$ cat src/rtl/fb_pkg.sv
// rtl/fb_pkg.sv - shared display constants, fill-engine states and row-base helper
//
// Imported by fb_rect_fill, fb_raster_cnt and the VGA scan-out block, so the
// framebuffer geometry is defined in exactly one place.
//   H_ACTIVE : visible pixels per line, also the RAM row stride in words
//   V_ACTIVE : visible lines per frame
//   ADDR_W   : display RAM address width
//   COL_W    : pixel width, RGB444 {R[11:8],G[7:4],B[3:0]}
package fb_pkg;

    localparam int H_ACTIVE = 640;
    localparam int V_ACTIVE = 480;
    localparam int ADDR_W   = 19;
    localparam int COL_W    = 12;

    typedef enum logic [1:0] {
        IDLE   = 2'd0,
        FILL   = 2'd1,
        FINISH = 2'd2
    } fb_state_t;

    // y*640 as (y<<9)+(y<<7); keeps a multiplier out of the address path.
    function automatic logic [ADDR_W-1:0] row_base_of(input logic [8:0] y);
        logic [ADDR_W-1:0] w_y;
        w_y = {10'd0, y};
        return (w_y << 9) + (w_y << 7);
    endfunction

endpackage

$ cat src/rtl/fb_raster_cnt.sv
// rtl/fb_raster_cnt.sv - raster column/row counters with row-base address register
//
// Walks a w x h rectangle in raster order and supplies write addresses.
// Ports:
//   clk, rst      : clock, synchronous active-high reset
//   i_load        : latch origin and size, restart at pixel (0,0)
//   i_step        : advance to the next pixel
//   i_x, i_y      : rectangle origin (used on i_load)
//   i_w, i_h      : rectangle size, both non-zero when loaded
//   o_first_addr  : address of the origin pixel, from i_x/i_y
//   o_next_addr   : address of the pixel after the current one
//   o_last        : current pixel is the final one of the rectangle
module fb_raster_cnt
    import fb_pkg::*;
(
    input  logic              clk,
    input  logic              rst,
    input  logic              i_load,
    input  logic              i_step,
    input  logic [9:0]        i_x,
    input  logic [8:0]        i_y,
    input  logic [9:0]        i_w,
    input  logic [8:0]        i_h,
    output logic [ADDR_W-1:0] o_first_addr,
    output logic [ADDR_W-1:0] o_next_addr,
    output logic              o_last
);

    localparam logic [ADDR_W-1:0] STRIDE = ADDR_W'(H_ACTIVE);

    logic [9:0]        r_col;
    logic [8:0]        r_row;
    logic [9:0]        r_x;
    logic [9:0]        r_w;
    logic [8:0]        r_h;
    logic [ADDR_W-1:0] r_row_base;

    logic              w_col_end;
    logic              w_row_end;
    logic [ADDR_W-1:0] w_x_ext;
    logic [ADDR_W-1:0] w_col_ext;

    assign w_col_end = (r_col == r_w - 10'd1);
    assign w_row_end = (r_row == r_h - 9'd1);
    assign w_x_ext   = {9'd0, r_x};
    assign w_col_ext = {9'd0, r_col};

    assign o_first_addr = row_base_of(i_y) + {9'd0, i_x};
    assign o_next_addr  = w_col_end ? (r_row_base + STRIDE + w_x_ext)
                                    : (r_row_base + w_x_ext + w_col_ext + 1'b1);
    assign o_last       = w_col_end && w_row_end;

    always_ff @(posedge clk) begin
        if (rst) begin
            r_col      <= '0;
            r_row      <= '0;
            r_x        <= '0;
            r_w        <= '0;
            r_h        <= '0;
            r_row_base <= '0;
        end else if (i_load) begin
            r_col      <= '0;
            r_row      <= '0;
            r_x        <= i_x;
            r_w        <= i_w;
            r_h        <= i_h;
            r_row_base <= row_base_of(i_y);
        end else if (i_step) begin
            if (w_col_end) begin
                r_col      <= '0;
                r_row      <= r_row + 9'd1;
                r_row_base <= r_row_base + STRIDE;
            end else begin
                r_col <= r_col + 10'd1;
            end
        end
    end

endmodule

$ cat src/rtl/fb_rect_fill.sv
// rtl/fb_rect_fill.sv - rectangle-fill write engine for the 640x480 RGB444 display RAM
//
// Accepts one fill command at a time and writes one pixel per clock.
// Optional build macro FB_CLIP_EN: clip off-screen rectangles instead of rejecting them.
// Ports:
//   clk, rst          : clock, synchronous active-high reset
//   cmd_valid/ready   : command handshake, accepted on cmd_valid && cmd_ready
//   cmd_x, cmd_y      : rectangle origin
//   cmd_w, cmd_h      : rectangle size
//   cmd_colour        : fill colour
//   ram_addra/dina/wea: display RAM write port
//   busy              : pixel writes in progress
//   done              : one-cycle pulse when a command completes
//   err               : one-cycle pulse when a command is rejected
module fb_rect_fill
    import fb_pkg::*;
(
    input  logic              clk,
    input  logic              rst,
    input  logic              cmd_valid,
    output logic              cmd_ready,
    input  logic [9:0]        cmd_x,
    input  logic [8:0]        cmd_y,
    input  logic [9:0]        cmd_w,
    input  logic [8:0]        cmd_h,
    input  logic [COL_W-1:0]  cmd_colour,
    output logic [ADDR_W-1:0] ram_addra,
    output logic [COL_W-1:0]  ram_dina,
    output logic              ram_wea,
    output logic              busy,
    output logic              done,
    output logic              err
);

    localparam logic [10:0] H_LIM = 11'(H_ACTIVE);
    localparam logic [9:0]  V_LIM = 10'(V_ACTIVE);

    fb_state_t         r_state;

    logic [10:0]       w_x_end;
    logic [9:0]        w_y_end;
    logic [9:0]        w_eff_w;
    logic [8:0]        w_eff_h;
    logic              w_reject;
    logic              w_empty;
    logic              w_load;
    logic              w_step;
    logic              w_last;
    logic [ADDR_W-1:0] w_first_addr;
    logic [ADDR_W-1:0] w_next_addr;

    // Range sums are one bit wider than the operands so they cannot wrap.
    assign w_x_end = {1'b0, cmd_x} + {1'b0, cmd_w};
    assign w_y_end = {1'b0, cmd_y} + {1'b0, cmd_h};

`ifdef FB_CLIP_EN
    logic [10:0] w_x_room;
    logic [9:0]  w_y_room;

    assign w_x_room = H_LIM - {1'b0, cmd_x};
    assign w_y_room = V_LIM - {1'b0, cmd_y};

    always_comb begin
        w_reject = 1'b0;
        w_eff_w  = cmd_w;
        w_eff_h  = cmd_h;
        if ({1'b0, cmd_x} >= H_LIM) begin
            w_eff_w = '0;
        end else if (w_x_end > H_LIM) begin
            w_eff_w = w_x_room[9:0];
        end
        if ({1'b0, cmd_y} >= V_LIM) begin
            w_eff_h = '0;
        end else if (w_y_end > V_LIM) begin
            w_eff_h = w_y_room[8:0];
        end
    end
`else
    always_comb begin
        w_eff_w  = cmd_w;
        w_eff_h  = cmd_h;
        w_reject = (w_x_end > H_LIM) || (w_y_end > V_LIM);
    end
`endif

    assign w_empty = (w_eff_w == '0) || (w_eff_h == '0);
    assign w_load  = (r_state == IDLE) && cmd_valid;
    assign w_step  = (r_state == FILL) && !w_last;

    fb_raster_cnt u_raster_cnt (
        .clk          (clk),
        .rst          (rst),
        .i_load       (w_load),
        .i_step       (w_step),
        .i_x          (cmd_x),
        .i_y          (cmd_y),
        .i_w          (w_eff_w),
        .i_h          (w_eff_h),
        .o_first_addr (w_first_addr),
        .o_next_addr  (w_next_addr),
        .o_last       (w_last)
    );

    always_ff @(posedge clk) begin
        if (rst) begin
            r_state   <= IDLE;
            cmd_ready <= 1'b1;
            busy      <= 1'b0;
            done      <= 1'b0;
            err       <= 1'b0;
            ram_wea   <= 1'b0;
            ram_addra <= '0;
            ram_dina  <= '0;
        end else begin
            done <= 1'b0;
            err  <= 1'b0;
            case (r_state)
                IDLE: begin
                    if (cmd_valid) begin
                        if (w_reject) begin
                            // Stay in IDLE: err and cmd_ready are both high next cycle.
                            err <= 1'b1;
                        end else if (w_empty) begin
                            r_state   <= FINISH;
                            cmd_ready <= 1'b0;
                            done      <= 1'b1;
                        end else begin
                            r_state   <= FILL;
                            cmd_ready <= 1'b0;
                            busy      <= 1'b1;
                            ram_wea   <= 1'b1;
                            ram_addra <= w_first_addr;
                            ram_dina  <= cmd_colour;
                        end
                    end
                end
                FILL: begin
                    if (w_last) begin
                        r_state <= FINISH;
                        busy    <= 1'b0;
                        ram_wea <= 1'b0;
                        done    <= 1'b1;
                    end else begin
                        ram_addra <= w_next_addr;
                    end
                end
                FINISH: begin
                    r_state   <= IDLE;
                    cmd_ready <= 1'b1;
                end
                default: begin
                    r_state   <= IDLE;
                    cmd_ready <= 1'b1;
                    busy      <= 1'b0;
                    ram_wea   <= 1'b0;
                end
            endcase
        end
    end

endmodule

$ cat config.mk
export PLATFORM = sky130hd
export DESIGN_NAME = fb_rect_fill
export DESIGN_NICKNAME = d
export VERILOG_FILES = /design/src/rtl/fb_pkg.sv /design/src/rtl/fb_raster_cnt.sv /design/src/rtl/fb_rect_fill.sv
export SDC_FILE = /design/constraint.sdc
export NUM_CORES = 1
export LEC_CHECK = 0
export CAP_MARGIN = 0
export CORE_MARGIN = 3
export CORE_UTILIZATION = 40
export CTS_BUF_LIST = sky130_fd_sc_hd__clkbuf_16
export CTS_CLUSTER_DIAMETER = 120
export CTS_CLUSTER_SIZE = 10
export DETAILED_ROUTE_END_ITERATION = 10
export MAX_ROUTING_LAYER = met4
export PLACE_DENSITY = 0.72
export SETUP_SLACK_MARGIN = 0.02
export SLEW_MARGIN = 40
export SYNTH_ARGS = -nofsm -noshare
export SYNTH_HDL_FRONTEND = slang
export SYNTH_SLANG_ARGS = --single-unit
$ cat constraint.sdc
create_clock -name clk -period 11.05 [get_ports clk]
set_input_delay 2.21 -clock clk [delete_from_list [all_inputs] [get_ports clk]]
set_output_delay 2.21 -clock clk [all_outputs]
set_load 0.05 [all_outputs]
Yosys cells after proc, flatten, opt, wreduce, memory -nomap -nowiden

Index checks and enable logic that the tools add are counted.

Register bits after elaboration: 104
Word-level logic and storage cells: 93
Output and inout bits: 36

Magnitude comparators: 2
Reduce and logical (&&, ||, !) cells: 21
Add/subtract/negate cells: 13
Bitwise operators: 6
Muxes and demuxes: 29
Equal/unequal tests: 9

Operators with widths:

| operator               | number |
|---|---|
| $mux 19                | 8 |
| $add 19x10->19         | 4 |
| $pmux 19 s2            | 1 |
| $add 18x16->19         | 1 |
| $add 19x1->19 const B  | 1 |
| $add 19x10->19 const B | 1 |
| $add 10x10->11         | 1 |
| $gt 11x10->1 const B   | 1 |
| $mux 1                 | 11 |
| $add 10x1->10 const B  | 1 |
| $add 9x9->10           | 1 |
| $eq 10x10->1           | 1 |
| $gt 10x9->1 const B    | 1 |
| $logic_not 10->1       | 1 |
| $mux 10                | 1 |
| $ne 2x2->1 const B     | 5 |
| $reduce_and 5->1       | 2 |
| $sub 10x1->10 const B  | 1 |
| $add 9x1->9 const B    | 1 |
| $eq 9x9->1             | 1 |
| $logic_not 9->1        | 1 |
| $sub 9x1->9 const B    | 1 |
| $mux 2                 | 4 |
| $not 1->1              | 6 |
| 15 further kinds       | 23 |

Depth between registers and ports, before layout

Depth in word-level cells: 7
Depth in mapped cells: 14
Gate-level depth less buffers: 13

Modules after synthesis

A second synthesis with hierarchy kept.

Cells, all modules: 968
Area total of the unflattened synthesis: 8097.8 um^2

By module, submodules not included:

| module        | cells each | area each (um^2) | instances |
|---|---|---|---|
| fb_raster_cnt | 659        | 5278.8           | 1 |
| fb_rect_fill  | 309        | 2819.0           | 1 |

Worst setup path before layout

Ideal clock, no wire load.

Path kind: in2reg
From: in cmd_x[0]
To: reg ram_addra[1]
Arrival time: 4.913 ns
Setup slack: 6.004 ns
Buffers on the path: 1
Stages: 13
Path through: ha_1 -> inv_1 -> fa_1 -> nand2b_1 -> a211oi_1 -> o31ai_1 -> a21oi_1 -> mux2_2 -> o211ai_1 -> or4b_1 -> clkbuf_1 -> a221oi_1 -> a211oi_1

Word-level cells in the longest chain between the ends: 5
Elaborated cells between the ends (all ways): 10

RTL lines:

| item                                                             | RTL line                                | RTL |
|---|---|---|
| start: declaration                                               | fb_rect_fill.sv:22                      | `input logic [9:0] cmd_x,` |
| $add 10x10->11 or $add 19x10->19 (tied branches)                 | fb_rect_fill.sv:53, fb_raster_cnt.sv:48 |  |
| $gt 11x10->1 or $mux 19 (tied branches)                          | fb_rect_fill.sv:82, fb_rect_fill.sv:123 |  |
| $logic_or 1x1->1 or $mux 19 (tied branches)                      | fb_rect_fill.sv:82, fb_rect_fill.sv:120 |  |
| $ne 2x2->1 (no source line) or $mux 19 (tied branches)           | -                                       |  |
| $reduce_and 5->1 (no source line) or $pmux 19 s2 (tied branches) | -                                       |  |
| end signal: assignment                                           | fb_rect_fill.sv:132                     | `ram_addra <= w_first_addr;` |
| end signal: assignment                                           | fb_rect_fill.sv:144                     | `ram_addra <= w_next_addr;` |
| end: declaration                                                 | fb_rect_fill.sv:27                      | `output logic [ADDR_W-1:0] ram_addra,` |

Several ways; a longest one is shown, not always the timed one. The select of a mux whose other input is x is not followed.
A chain may end at the register's enable or synchronous reset.

Final worst setup path

From: in cmd_w[0]
To: reg ram_addra[1]

Word-level cells in the longest chain between the ends: 5
Elaborated cells between the ends (all ways): 8

RTL lines:

| item                                | RTL line           | RTL |
|---|---|---|
| start: declaration                  | fb_rect_fill.sv:24 | `input logic [9:0] cmd_w,` |
| $add 10x10->11                      | fb_rect_fill.sv:53 | `assign w_x_end = {1'b0, cmd_x} + {1'b0, cmd_w};` |
| $gt 11x10->1                        | fb_rect_fill.sv:82 | `w_reject = (w_x_end > H_LIM) \|\| (w_y_end > V_LIM);` |
| $logic_or 1x1->1                    | fb_rect_fill.sv:82 |  |
| $ne 2x2->1 (no source line)         | -                  |  |
| $reduce_and 5->1 (no source line) * | -                  |  |

Every way passes the cells marked *; elsewhere a longest branch is shown, timed or not.

==> results by group <==
Synthesis
  – Register area share after synthesis: 26.6%
  – Async set-reset flop share out of synthesis: 0%
  – Post-Syn Area: 7310 um^2
  – Post-synth cell types: 75
  – Syn nets: 1033
  – Seq cells post-synth: 97
  – Cell count after synthesis: 918
  – Area leader, netlist: dfxtp_1
  – Synth Warn #: 0
  – Synth top area cells: dfxtp_1 (27%), ha_1 (9.2%), xnor2_1 (5.7%)
  – Most common cell in the netlist: nand2_1
  – Commonest cells in the netlist: nand2_1 (108), dfxtp_1 (97), nor2_1 (81)
  – Number of flops mapped to enable cells by yosys: 0
  – Share of the synthesized area in the top cell type: 26.6%
  – Primary FF master, synth: dfxtp_1
  – Avg Cell Area, Syn: 7.97 um^2

Place
  – Number of I/O port buffers: 88
  – RD Place Congestion: 0.877
  – HPWL after DPL: 15.4 mm
  – Dpl ws: 4.81 ns

Min path
  – WHS Path Cells: 2
  – Hold wc startpoint: ram_addra[7]
  – Worst hold path class: reg2reg
  – Hold EP: ram_addra[7]

Timing
  – Post-Route Skew: 0.00882 ns
  – Setup TNS: 0 ns
  – Worst Setup Slack, final: 5.14 ns
  – RSZ-0062 raised after global routing: false
  – Worst-Margin Slew: 0.692 ns
  – Final setup vio count: 0
  – Period Utilization, post-route: 53.5%
  – Clock period minus worst slack: 5.91 ns
  – Slew Viols, Final: 0
  – Fmax: 169 MHz
  – Final hold vios: 0
  – Slew Limit Headroom: 53.9%

Final layout
  – # fillers: 1677
  – Ant diodes: 0
  – Area delta synth->final: 17.5%
  – Final Net Count: 1091
  – Fraction of layout cells with a size suffix above 1: 4.39%

Clock tree
  – Maximum root-to-sink buffer count: 2
  – # H-tree levels: 3
  – Resize count post-CTS: 0
  – CTS root buf: clkbuf_16
  – Total CTS buffers: 9
  – Clock-pin slew of the registers on the worst-case setup and hold paths: 0.07 ns
  – CTS sink cnt: 97
  – Hold buffers post-CTS: 0
  – CTS tree: built
  – Worst-Skew Late Latency: 0.35 ns
  – Setup Buffers After CTS: 0

Setup path
  – Worst Reg2Reg Path Length in Cells: 11
  – Reg2reg start: u_raster_cnt.r_w[0]
  – CP Capture Type: flop
  – Worst r2r dst: ram_addra[14]
  – CP startpoint kind: input pin
  – Reg2reg setup slack: 7.22 ns
  – Crit Path Class: in2reg
  – CP arrival: 6.12 ns
  – CP required: 11.26 ns
  – Crit Path Max Fanout: 17

Routing
  – Via count: 6925
  – First-pass DRT Iterations: 6
  – 1st-iter DRT viols: 595
  – DRC Markers: 0
  – Antenna Nets Post-Route: 0
  – Avg Vias per Cell: 5.75
  – Final wirelength: 20.9 mm
  – WL/cell: 17.3 um

Global routing
  – GR Overflow Total: 0
  – First-pass GRT wire length: 33.4 mm
  – Largest net degree at the start of global routing: 73
  – Initial antenna violation count: 0
  – GR Util All Layers: 21.4%
  – Vias in the first global route: 6411

Floorplanning
  – Starting density of the core: 41.6%
  – Full die area: 19900 um^2
  – Die height: 141 um
  – Core area: 17600 um^2
  – # rows: 48
  – Die W: 141 um
  – I/O pins: 89

Power
  – Internal Power: 0.665 mW
  – P_sw: 0.381 mW
  – Pwr/cell area: 122 nW/um^2
  – Max IR drop VDD: 87.7 uV
  – Register share of total power: 38.9%
  – Leak: 3.24 nW
  – Combinational group share of total power: 33.2%
  – Clock share of power: 27.9%
  – Net Sw Frac: 36.4%

Flow run
  – Max cap viols: 0

Outcome
  – Status: finished, final reports clean
[worst max path at each step]
stage	startpoint	end	cells after the start
2_1_floorplan	cmd_x[0]	ram_addra[1]	13
4_1_cts	cmd_w[0]	ram_addra[1]	13
3_3_place_gp	cmd_x[0]	ram_addra[14]	14
3_5_place_dp	cmd_w[0]	ram_addra[1]	13
6_report	cmd_w[0]	ram_addra[1]	13
5_1_grt	cmd_w[0]	ram_addra[11]	14
[layout by cell type (no fill, tap or decap), types with 5 or more instances in the layout]
cell | Yosys | layout
o211ai_1 | 18 | 18
fa_1 | 8 | 8
a21oi_1 | 80 | 80
nor2b_1 | 10 | 9
nand4b_1 | 5 | 5
nand2_1 | 108 | 108
nand2b_1 | 6 | 6
clkdlybuf4s50_1 | 0 | 87
a31oi_1 | 6 | 6
nand3_1 | 38 | 38
a21o_1 | 11 | 11
nor3_1 | 19 | 19
o221ai_1 | 11 | 11
nor2_1 | 81 | 80
o31ai_1 | 6 | 6
and3_1 | 8 | 8
a211oi_1 | 16 | 16
buf_4 | 4 | 7
nor4_1 | 6 | 6
and2_1 | 6 | 5
and4_1 | 5 | 5
dfxtp_1 | 97 | 97
ha_1 | 54 | 54
clkbuf_16 | 0 | 9
xnor2_1 | 48 | 48
nand4_1 | 19 | 19
mux2i_1 | 20 | 20
xor2_1 | 44 | 44
o21ai_0 | 19 | 19
inv_1 | 35 | 36
[stage by stage]
step	utilization, %	area, um^2	hold WS [ns]	power [mW]	std cells
after global placement	47.2	8310	0.457	0.753	1189
after CTS	48.8	8580	0.471	1.05	1205
after global routing	48.8	8590	0.501	1.10	1205
final	48.8	8590	0.474	1.05	1205
after floorplan	-	7310	0.448	0.649	918
after detailed placement	47.3	8320	0.458	0.757	1190
[power by group through the flow]
stage	registers, mW	logic (mW)	clock network [mW]
after floorplan	0.443	0.206	0
after global placement	0.414	0.339	0
after detailed placement	0.414	0.343	0
after CTS	0.406	0.345	0.295
after global routing	0.410	0.378	0.307
final	0.407	0.348	0.291
[layer usage]
metal / routed length (um) / track usage [%] / vias up
met1: 10200 / 30.9 / 3224
met4: 307 / 6.22 / 0
li1: - / - / 3418
met3: 1370 / 2.51 / 23
met2: 9000 / 31.3 / 260
met5: 0 / - / -
[sequential cells by signal, indices dropped and copies added, names as in the netlist, 2 cells and up]
signal and count:
u_raster_cnt.r_row_base 12, u_raster_cnt.r_h 9, r_state 2, u_raster_cnt.r_x 10, u_raster_cnt.r_col 10, ram_addra 19
ram_dina 12, u_raster_cnt.r_row 9, u_raster_cnt.r_w 10
[worst max-delay path, stage by stage]
cell and delay (ns):
clkdlybuf4s50_1 0.55, ha_1 0.21, inv_1 0.06, fa_1 0.39, nand2b_1 0.19, a211oi_1 0.30, o31ai_1 0.12, a21oi_1 0.21
mux2_2 0.36, o211ai_1 0.22, or4b_1 0.81, a221oi_1 0.39, a211oi_1 0.08
[cells by family after synthesis]
logic type | count (synthesis) | synth area share (%)
flops | 97 | 26.6
buf+inv | 84 | 4.76
fa+ha+maj | 63 | 11.6
simple gates | 342 | 23.4
xor+xnor | 92 | 11.0
mux | 22 | 3.05
compound gates | 218 | 19.7
[final cells by class]
| cell class | instances | area (um^2) | share of cell area, % |
|---|---|---|---|
| Multi-Input combinational cell | 737 | 5040 | 58.6 |
| Sequential cell | 97 | 1940 | 22.6 |
| Inverter | 35 | 131 | 1.53 |
| Timing Repair Buffer | 96 | 940 | 10.9 |
| Clock inverter | 6 | 36.3 | 0.422 |
| Tap cell | 225 | 282 | 3.28 |
| Clock buffer | 9 | 225 | 2.62 |
(Power assumes the default switching activity.)
